--- src/rtl/stream_mux_rr.sv ---
// Registered N-to-1 stream multiplexer with a per-channel valid/ready handshake.
// Supports fixed-select and round-robin modes, with one output register.
module stream_mux_rr #(
    parameter int WIDTH    = 5,
    parameter int CHANNELS = 4,
    parameter int SEL_W    = 2
) (
    input  logic                      clk,
    input  logic                      reset,
    input  logic                      mode,
    input  logic [SEL_W-1:0]          sel,
    input  logic [CHANNELS*WIDTH-1:0] in_data,
    input  logic [CHANNELS-1:0]       in_valid,
    output logic [CHANNELS-1:0]       in_ready,
    output logic [WIDTH-1:0]          out_data,
    output logic [SEL_W-1:0]          out_chan,
    output logic                      out_valid,
    input  logic                      out_ready
);

    // Handshake: a word moves whenever valid and ready are both high at a rising
    // edge. Upstream ready never depends on upstream data; the output register
    // refills in the same edge it drains, so a full register only stalls when
    // out_ready is low.

    localparam logic [SEL_W:0] NCH = (SEL_W+1)'(CHANNELS);

    logic [SEL_W-1:0] rr_ptr;
    logic [SEL_W-1:0] gnt;
    logic             gnt_ok;
    logic             load;
    logic             xfer;
    logic [SEL_W:0]   cand;

    assign load = !out_valid || out_ready;

    // Round-robin scans starting just after the last channel granted in that mode.
    always_comb begin
        gnt    = '0;
        gnt_ok = 1'b0;
        cand   = '0;
        if (!mode) begin
            if (({1'b0, sel} < NCH) && in_valid[sel]) begin
                gnt    = sel;
                gnt_ok = 1'b1;
            end
        end else begin
            for (int k = 1; k <= CHANNELS; k++) begin
                cand = {1'b0, rr_ptr} + (SEL_W+1)'(k);
                if (cand >= NCH) begin
                    cand = cand - NCH;
                end
                if (!gnt_ok && in_valid[cand[SEL_W-1:0]]) begin
                    gnt    = cand[SEL_W-1:0];
                    gnt_ok = 1'b1;
                end
            end
        end
    end

    assign xfer = !reset && load && gnt_ok;

    always_comb begin
        in_ready = '0;
        if (xfer) begin
            in_ready[gnt] = 1'b1;
        end
    end

    always_ff @(posedge clk or posedge reset) begin
        if (reset) begin
            out_valid <= 1'b0;
            out_data  <= '0;
            out_chan  <= '0;
            rr_ptr    <= SEL_W'(CHANNELS - 1);
        end else if (xfer) begin
            out_valid <= 1'b1;
            out_data  <= in_data[gnt*WIDTH +: WIDTH];
            out_chan  <= gnt;
            if (mode) begin
                rr_ptr <= gnt;
            end
        end else if (out_ready) begin
            out_valid <= 1'b0;
        end
    end

endmodule

--- config.mk ---
export PLATFORM = sky130hd
export DESIGN_NAME = stream_mux_rr
export DESIGN_NICKNAME = d
export VERILOG_FILES = /design/src/rtl/stream_mux_rr.sv
export SDC_FILE = /design/constraint.sdc
export NUM_CORES = 1
export LEC_CHECK = 0
export ABC_AREA = 1
export CAP_MARGIN = 10
export CELL_PAD_IN_SITES_DETAIL_PLACEMENT = 0
export CELL_PAD_IN_SITES_GLOBAL_PLACEMENT = 1
export CORE_MARGIN = 2
export CORE_UTILIZATION = 28
export CTS_CLUSTER_DIAMETER = 150
export DETAILED_ROUTE_END_ITERATION = 8
export GPL_TIMING_DRIVEN = 0
export PLACE_DENSITY = 0.91
export SYNTH_ARGS = -nofsm -noshare
export SYNTH_HDL_FRONTEND = slang
export SYNTH_SLANG_ARGS = --single-unit
export TNS_END_PERCENT = 50
--- constraint.sdc ---
create_clock -name clk -period 2.3 [get_ports clk]
set_input_delay 0.345 -clock clk [delete_from_list [all_inputs] [get_ports clk]]
set_output_delay 0.345 -clock clk [all_outputs]
set_load 0.02 [all_outputs]
# Word-level counts from Yosys, hierarchy flattened
# Cells that the tools add are included.
# word_totals
regBits	10
in_bits	30
elab_cells	77
# classes
reduce_logical	14
muxes	38
mul	1
addsub	8
magnitude_cmp	11
shift	1
# op_table
operator	count
two-way mux 2 bit	14
variable part select 20 x 6 -> 5 bit	1
less-than comparator 2 x 3 -> 1 bit (second input constant)	6
two-way mux 1 bit	17
greater-or-equal comparator 3 bit (second input constant)	4
binary-select mux 1 bit (select 2 bit)	5
subtractor 2 x 1 -> 2 bit (second input constant)	4
adder 2 x 2 -> 3 bit (second input constant)	2
logical AND 1 bit	6
logical NOT 1 bit	5
multiplier 2 x 3 -> 5 bit (second input constant)	1
two-way mux 4 bit	1
adder 2 x 1 -> 3 bit (second input constant)	1
adder 2 x 3 -> 3 bit (second input constant)	1
demux 1 bit (select 2 bit)	1
greater-or-equal comparator 2 x 1 -> 1 bit (second input constant)	1
AND reduction 2 bit	1
nonzero test 2 bit	1
logical OR 1 bit	1

# Logic depth before layout (Yosys ltp)
# depth
word_depth	25
depth_mapped	18

# Worst setup path after synthesis
# No wires, ideal clock.
# synth_timing
path_type	register to output
startpoint	reg rr_ptr[0]
endpoint	out in_ready[0]
arrival_time_ns	1.905
path_buffers	2
stages_incl_launch_ff	13
slack_ns	0.050
cell_sequence	dfstp_2 -> buf_6 -> inv_4 -> nand2_1 -> nand2_1 -> o21ai_1 -> nor2_1 -> o21bai_1 -> nand2_1 -> nor2_4 -> inv_2 -> buf_4 -> nor3_2
# synth_via
elab_chain_len	25
# synth_rtl
element	line	rtl
start, declared	28	logic [SEL_W-1:0] rr_ptr;
start signal, assigned	75	rr_ptr <= SEL_W'(CHANNELS - 1);
start signal, assigned	81	rr_ptr <= gnt;
adder 2 x 1 -> 3 bit	49	cand = {1'b0, rr_ptr} + (SEL_W+1)'(k);
greater-or-equal comparator 3 bit or subtractor 2 x 1 -> 2 bit (tied branches)	50, 51	
two-way mux 2 bit	50	if (cand >= NCH) begin
two-way mux 2 bit	42	if (!mode) begin
binary-select mux 1 bit (select 2 bit)	53	if (!gnt_ok && in_valid[cand[SEL_W-1:0]]) begin
two-way mux 1 bit (implied by the code)	53	
two-way mux 1 bit	53	
two-way mux 1 bit	42	
[9 not listed]	n/a	
logical AND 1 bit	53	
two-way mux 2 bit	53	
two-way mux 2 bit	42	
less-than comparator 2 x 3 -> 1 bit (implied by the code) or greater-or-equal comparator 2 x 1 -> 1 bit (tied branches)	66	in_ready[gnt] = 1'b1;
logical AND 1 bit (implied by the code)	66	
two-way mux 1 bit (implied by the code)	66	
demux 1 bit (select 2 bit)	66	
two-way mux 4 bit (*)	65	if (xfer) begin
end, declared	14	output logic [CHANNELS-1:0] in_ready,
# Mark *: on every way between the ends. The rest lies on a longest branch, timed or not. The select of a mux whose other input is x is not followed.

# Worst setup path after layout
# Same ends and word-level chain as after synthesis.

==> summary.md <==
| Metric | Value |
|---|---|
| Gr ovfl total | `0` |
| Die Y-Extent | `63.6 µm` |
| Maximum vdd ir drop | `0.424 mV` |
| Horizontal die dimension | `63.6 µm` |
| Mean Syn Cell Area | `6.00 µm²` |
| Final core utilization | `49.6%` |
| Clk root buf | `sky130_fd_sc_hd__clkbuf_4` |
| Pin count of the biggest net entering global routing | `12` |
| Fraction of registers with async set or reset after synthesis | `100%` |
| Number of buffers added on ports | `41` |
| Type of the most critical hold path | `primary input to async pin` |
| Row cnt | `21` |
| Type of element launching the critical path | `flop` |
| H-tree depth reported by CTS | `1` |
| Count of placed standard cells including taps | `253` |
| Clock insertion delay at the later pin of the skew report | `0.27 ns` |
| Clock edge transition at the registers on the reported setup and hold paths | `0.07 ns` |
| Post-synthesis sequential element count | `10` |
| Endpoint type of the worst setup path | `output pin` |
| Buffer levels on the longest clock path | `2` |
| Ranking of synthesized cells by area | `sky130_fd_sc_hd__nand2_1, sky130_fd_sc_hd__dfrtp_1, sky130_fd_sc_hd__nand3_1` |
| Count of nets after finishing | `258` |
| Ports placed on the boundary | `42` |
| Setup slack of the critical path after layout | `-0.285 ns` |
| Synth cell count leaders | `sky130_fd_sc_hd__nand2_1, sky130_fd_sc_hd__nand3_1, sky130_fd_sc_hd__inv_1` |
| Die outline area | `0.00405 mm²` |
| Max-cap check violation count | `0` |
| Number of nets produced by synthesis | `196` |
| Final Non-Filler Cells | `273` |
| Number of failing setup endpoints in the final timing report | `4` |
| Total number of yosys warnings | `0` |
| First-pass GRT wire length | `5120 µm` |
| Arrival time at the worst endpoint | `2.24 ns` |
| DPL Wire Length | `1960 µm` |
| TritonCTS clock tree | `built` |
| Post-synthesis cell type count | `23` |
| DRT antenna net count | `0` |
| Total power divided by cell area | `1170 mW/mm²` |
| Overall global routing resource usage | `15.8%` |
| Routed length on met2 | `1500 µm` |
| Crit Reg-Reg Startpoint | `rr_ptr[0]` |
| Final worst hold slack | `0.372 ns` |
| Number of synthesized flops with an enable pin | `0` |
| R2R Setup Slk | `0.08 ns` |
| Hold Fails Final Rpt | `0` |
| Main synth FF type | `sky130_fd_sc_hd__dfrtp_1` |
| Minimum period implied by the final worst setup slack | `2.58 ns` |
| Total wirelength of the detailed-routed design | `2970 µm` |
| Worst slew margin | `71.5%` |
| Post-synth top area cell | `sky130_fd_sc_hd__nand2_1` |
| Part of the cycle the worst path needs | `112%` |
| Post-Syn Instances | `166` |
| Post-synth top area share | `33.2%` |
| Number of antenna violations at the first check in global routing | `0` |
| Classification of the worst setup path | `flop to output pin` |
| Met3 Wirelength | `131 µm` |
| Via density per instance | `4.41` |
| Number of hold-repair buffers added at the cts stage | `0` |
| Highest layer used for signal routing | `met4` |
| Via total after detailed routing | `1,203` |
| Number of clock sinks | `10` |
| Via count of the first global-routing pass | `1,206` |
| Fraction of layout instances using a drive strength above 1 | `30.4%` |
| Share of the yosys chip area belonging to registers | `25.4%` |
| Transition at the pin with the smallest max-transition slack | `0.428 ns` |
| R2r worst-path depth | `15` |
| Pre-Repair DR Iteration Count | `4` |
| Fmax | `387 MHz` |
| Violations in the final reports | `setup timing` |
| Cts bufs inserted | `3` |
| Core outline area | `0.00339 mm²` |
| Starting utilization of the core area | `29.4%` |
| Area added between synthesis and finish | `69.0%` |
| Static leakage power | `0.841 nW` |
| Drt first-iter violations | `42` |
| RSZ-0062 raised after global routing | `true` |
| Number of remaining DRC errors | `0` |
| Worst r2r dst | `rr_ptr[0]` |
| Antenna Diode Count | `0` |
| Count leader, synth | `sky130_fd_sc_hd__nand2_1` |
| Combined area of all synthesized cells | `996 µm²` |
| Number of pins exceeding their max-slew limit in the final report | `0` |
| Largest driver fanout on the critical path | `4` |
| Wire length the detailed router placed on met1 | `1300 µm` |
| Final instance area | `0.00168 mm²` |
| Final GP Congestion | `0.801` |
| Area post-placement | `0.00146 mm²` |
| Required time at the worst-slack endpoint | `1.96 ns` |
| Drt wl/cell | `10.9 µm` |
| Clock Skews | `0.00139 ns` |
| Run status | `complete, but fails checks` |
## how the worst max path moves through the flow
stage / startpoint / endpoint / slack [ns] / cells after the start
2_1_floorplan: rr_ptr[0] / in_ready[0] / 0.05 / 12
3_3_place_gp: in_valid[1] / in_ready[0] / -0.92 / 15
3_5_place_dp: in_valid[1] / in_ready[0] / -0.89 / 15
4_1_cts: rr_ptr[0] / in_ready[3] / -0.23 / 14
5_1_grt: rr_ptr[0] / in_ready[1] / -0.40 / 14
6_report: rr_ptr[0] / in_ready[0] / -0.28 / 13
## sequential cells by signal, summed over array words and instances, names as in the netlist
register   cells
out_chan       2
out_data       5
rr_ptr         2
out_valid      1
## logic make-up (layout without fill, tap and decap cells)
| kind of cell | Yosys count | in the layout | synth area share [%] |
|---|---|---|---|
| flops | 10 | 10 | 25.4 |
| simple gates | 125 | 125 | 57.2 |
| buf+inv | 18 | 79 | 9.67 |
| compound gates | 13 | 13 | 7.79 |
## per-stage QoR
step | worst slack [ns] | power, W | TNS, ns
final | -0.285 | 0.00197 | -1.01
after global routing | -0.396 | 0.00215 | -1.62
after CTS | -0.232 | 0.00187 | -0.915
after detailed placement | -0.894 | 0.00155 | -3.58
after global placement | -0.922 | 0.00155 | -3.75
after floorplan | 0.0502 | 0.00120 | 0
## worst max-delay path: stages, from the launching register on
cell	delay, ns
sky130_fd_sc_hd__dfstp_2	0.55
sky130_fd_sc_hd__buf_2	0.15
sky130_fd_sc_hd__nand2_1	0.10
sky130_fd_sc_hd__nand2_2	0.10
sky130_fd_sc_hd__nand2_1	0.06
sky130_fd_sc_hd__nand2_1	0.11
sky130_fd_sc_hd__nor2_2	0.06
sky130_fd_sc_hd__nor2_1	0.11
sky130_fd_sc_hd__nand2_2	0.08
sky130_fd_sc_hd__nand3_4	0.07
sky130_fd_sc_hd__nand2_4	0.07
sky130_fd_sc_hd__buf_4	0.16
sky130_fd_sc_hd__nor3_4	0.21
sky130_fd_sc_hd__buf_6	0.14
## what timing repair did
| item | 4_1_cts | 5_1_grt |
|---|---|---|
| endpoints found under the setup margin | 4 | 9 |
| resized for setup | 37 | 12 |
| cloned | 2 | 0 |
| buffers inserted | 14 | 2 |
| pin swaps | 7 | 3 |
## power breakdown
part	internal, W	leakage, nW	total, W	switching [W]
combinational	0.000647	0.705	0.00151	0.000864
sequential	0.000270	0.121	0.000333	0.0000627
clock	0.0000671	0.0150	0.000129	0.0000614
total	0.000984	0.841	0.00197	0.000988
## cell usage in the layout (no fill, tap or decap), types with 2 or more instances in the layout
| cell type | count |
|---|---|
| sky130_fd_sc_hd__o21ai_0 | 5 |
| sky130_fd_sc_hd__a21oi_1 | 3 |
| sky130_fd_sc_hd__clkdlybuf4s50_1 | 37 |
| sky130_fd_sc_hd__nor2_4 | 2 |
| sky130_fd_sc_hd__nand3_1 | 14 |
| sky130_fd_sc_hd__nor3_2 | 2 |
| sky130_fd_sc_hd__nor3_4 | 2 |
| sky130_fd_sc_hd__nand3_2 | 3 |
| sky130_fd_sc_hd__o21ai_2 | 2 |
| sky130_fd_sc_hd__buf_6 | 3 |
| sky130_fd_sc_hd__dfstp_2 | 2 |
| sky130_fd_sc_hd__dfrtp_1 | 8 |
| sky130_fd_sc_hd__inv_2 | 4 |
| sky130_fd_sc_hd__nor2_2 | 3 |
| sky130_fd_sc_hd__nand2_2 | 16 |
| sky130_fd_sc_hd__buf_4 | 19 |
| sky130_fd_sc_hd__inv_1 | 8 |
| sky130_fd_sc_hd__nand2_1 | 76 |
| sky130_fd_sc_hd__nor2_1 | 3 |
| sky130_fd_sc_hd__nand2_4 | 3 |
| sky130_fd_sc_hd__clkbuf_4 | 3 |
## area by class of cell
| cell class | instances | area (µm²) |
|---|---|---|
| Fill cell | 344 | 1710 |
| Clock buffer | 4 | 26.3 |
| Multi-Input combinational cell | 138 | 731 |
| Buffer | 3 | 22.5 |
| Inverter | 13 | 56.3 |
| Timing Repair inverter | 1 | 3.75 |
| Sequential cell | 10 | 253 |
| Timing Repair Buffer | 58 | 533 |
| Tap cell | 46 | 57.6 |
## routing by layer
layer / track usage (%) / up-vias
li1: - / 640
met2: 28.7 / 37
met4: 4.35 / 0
met1: 18.3 / 522
met3: 3.75 / 4
met5: 0 / -
Power figures use the tool's default switching activity.
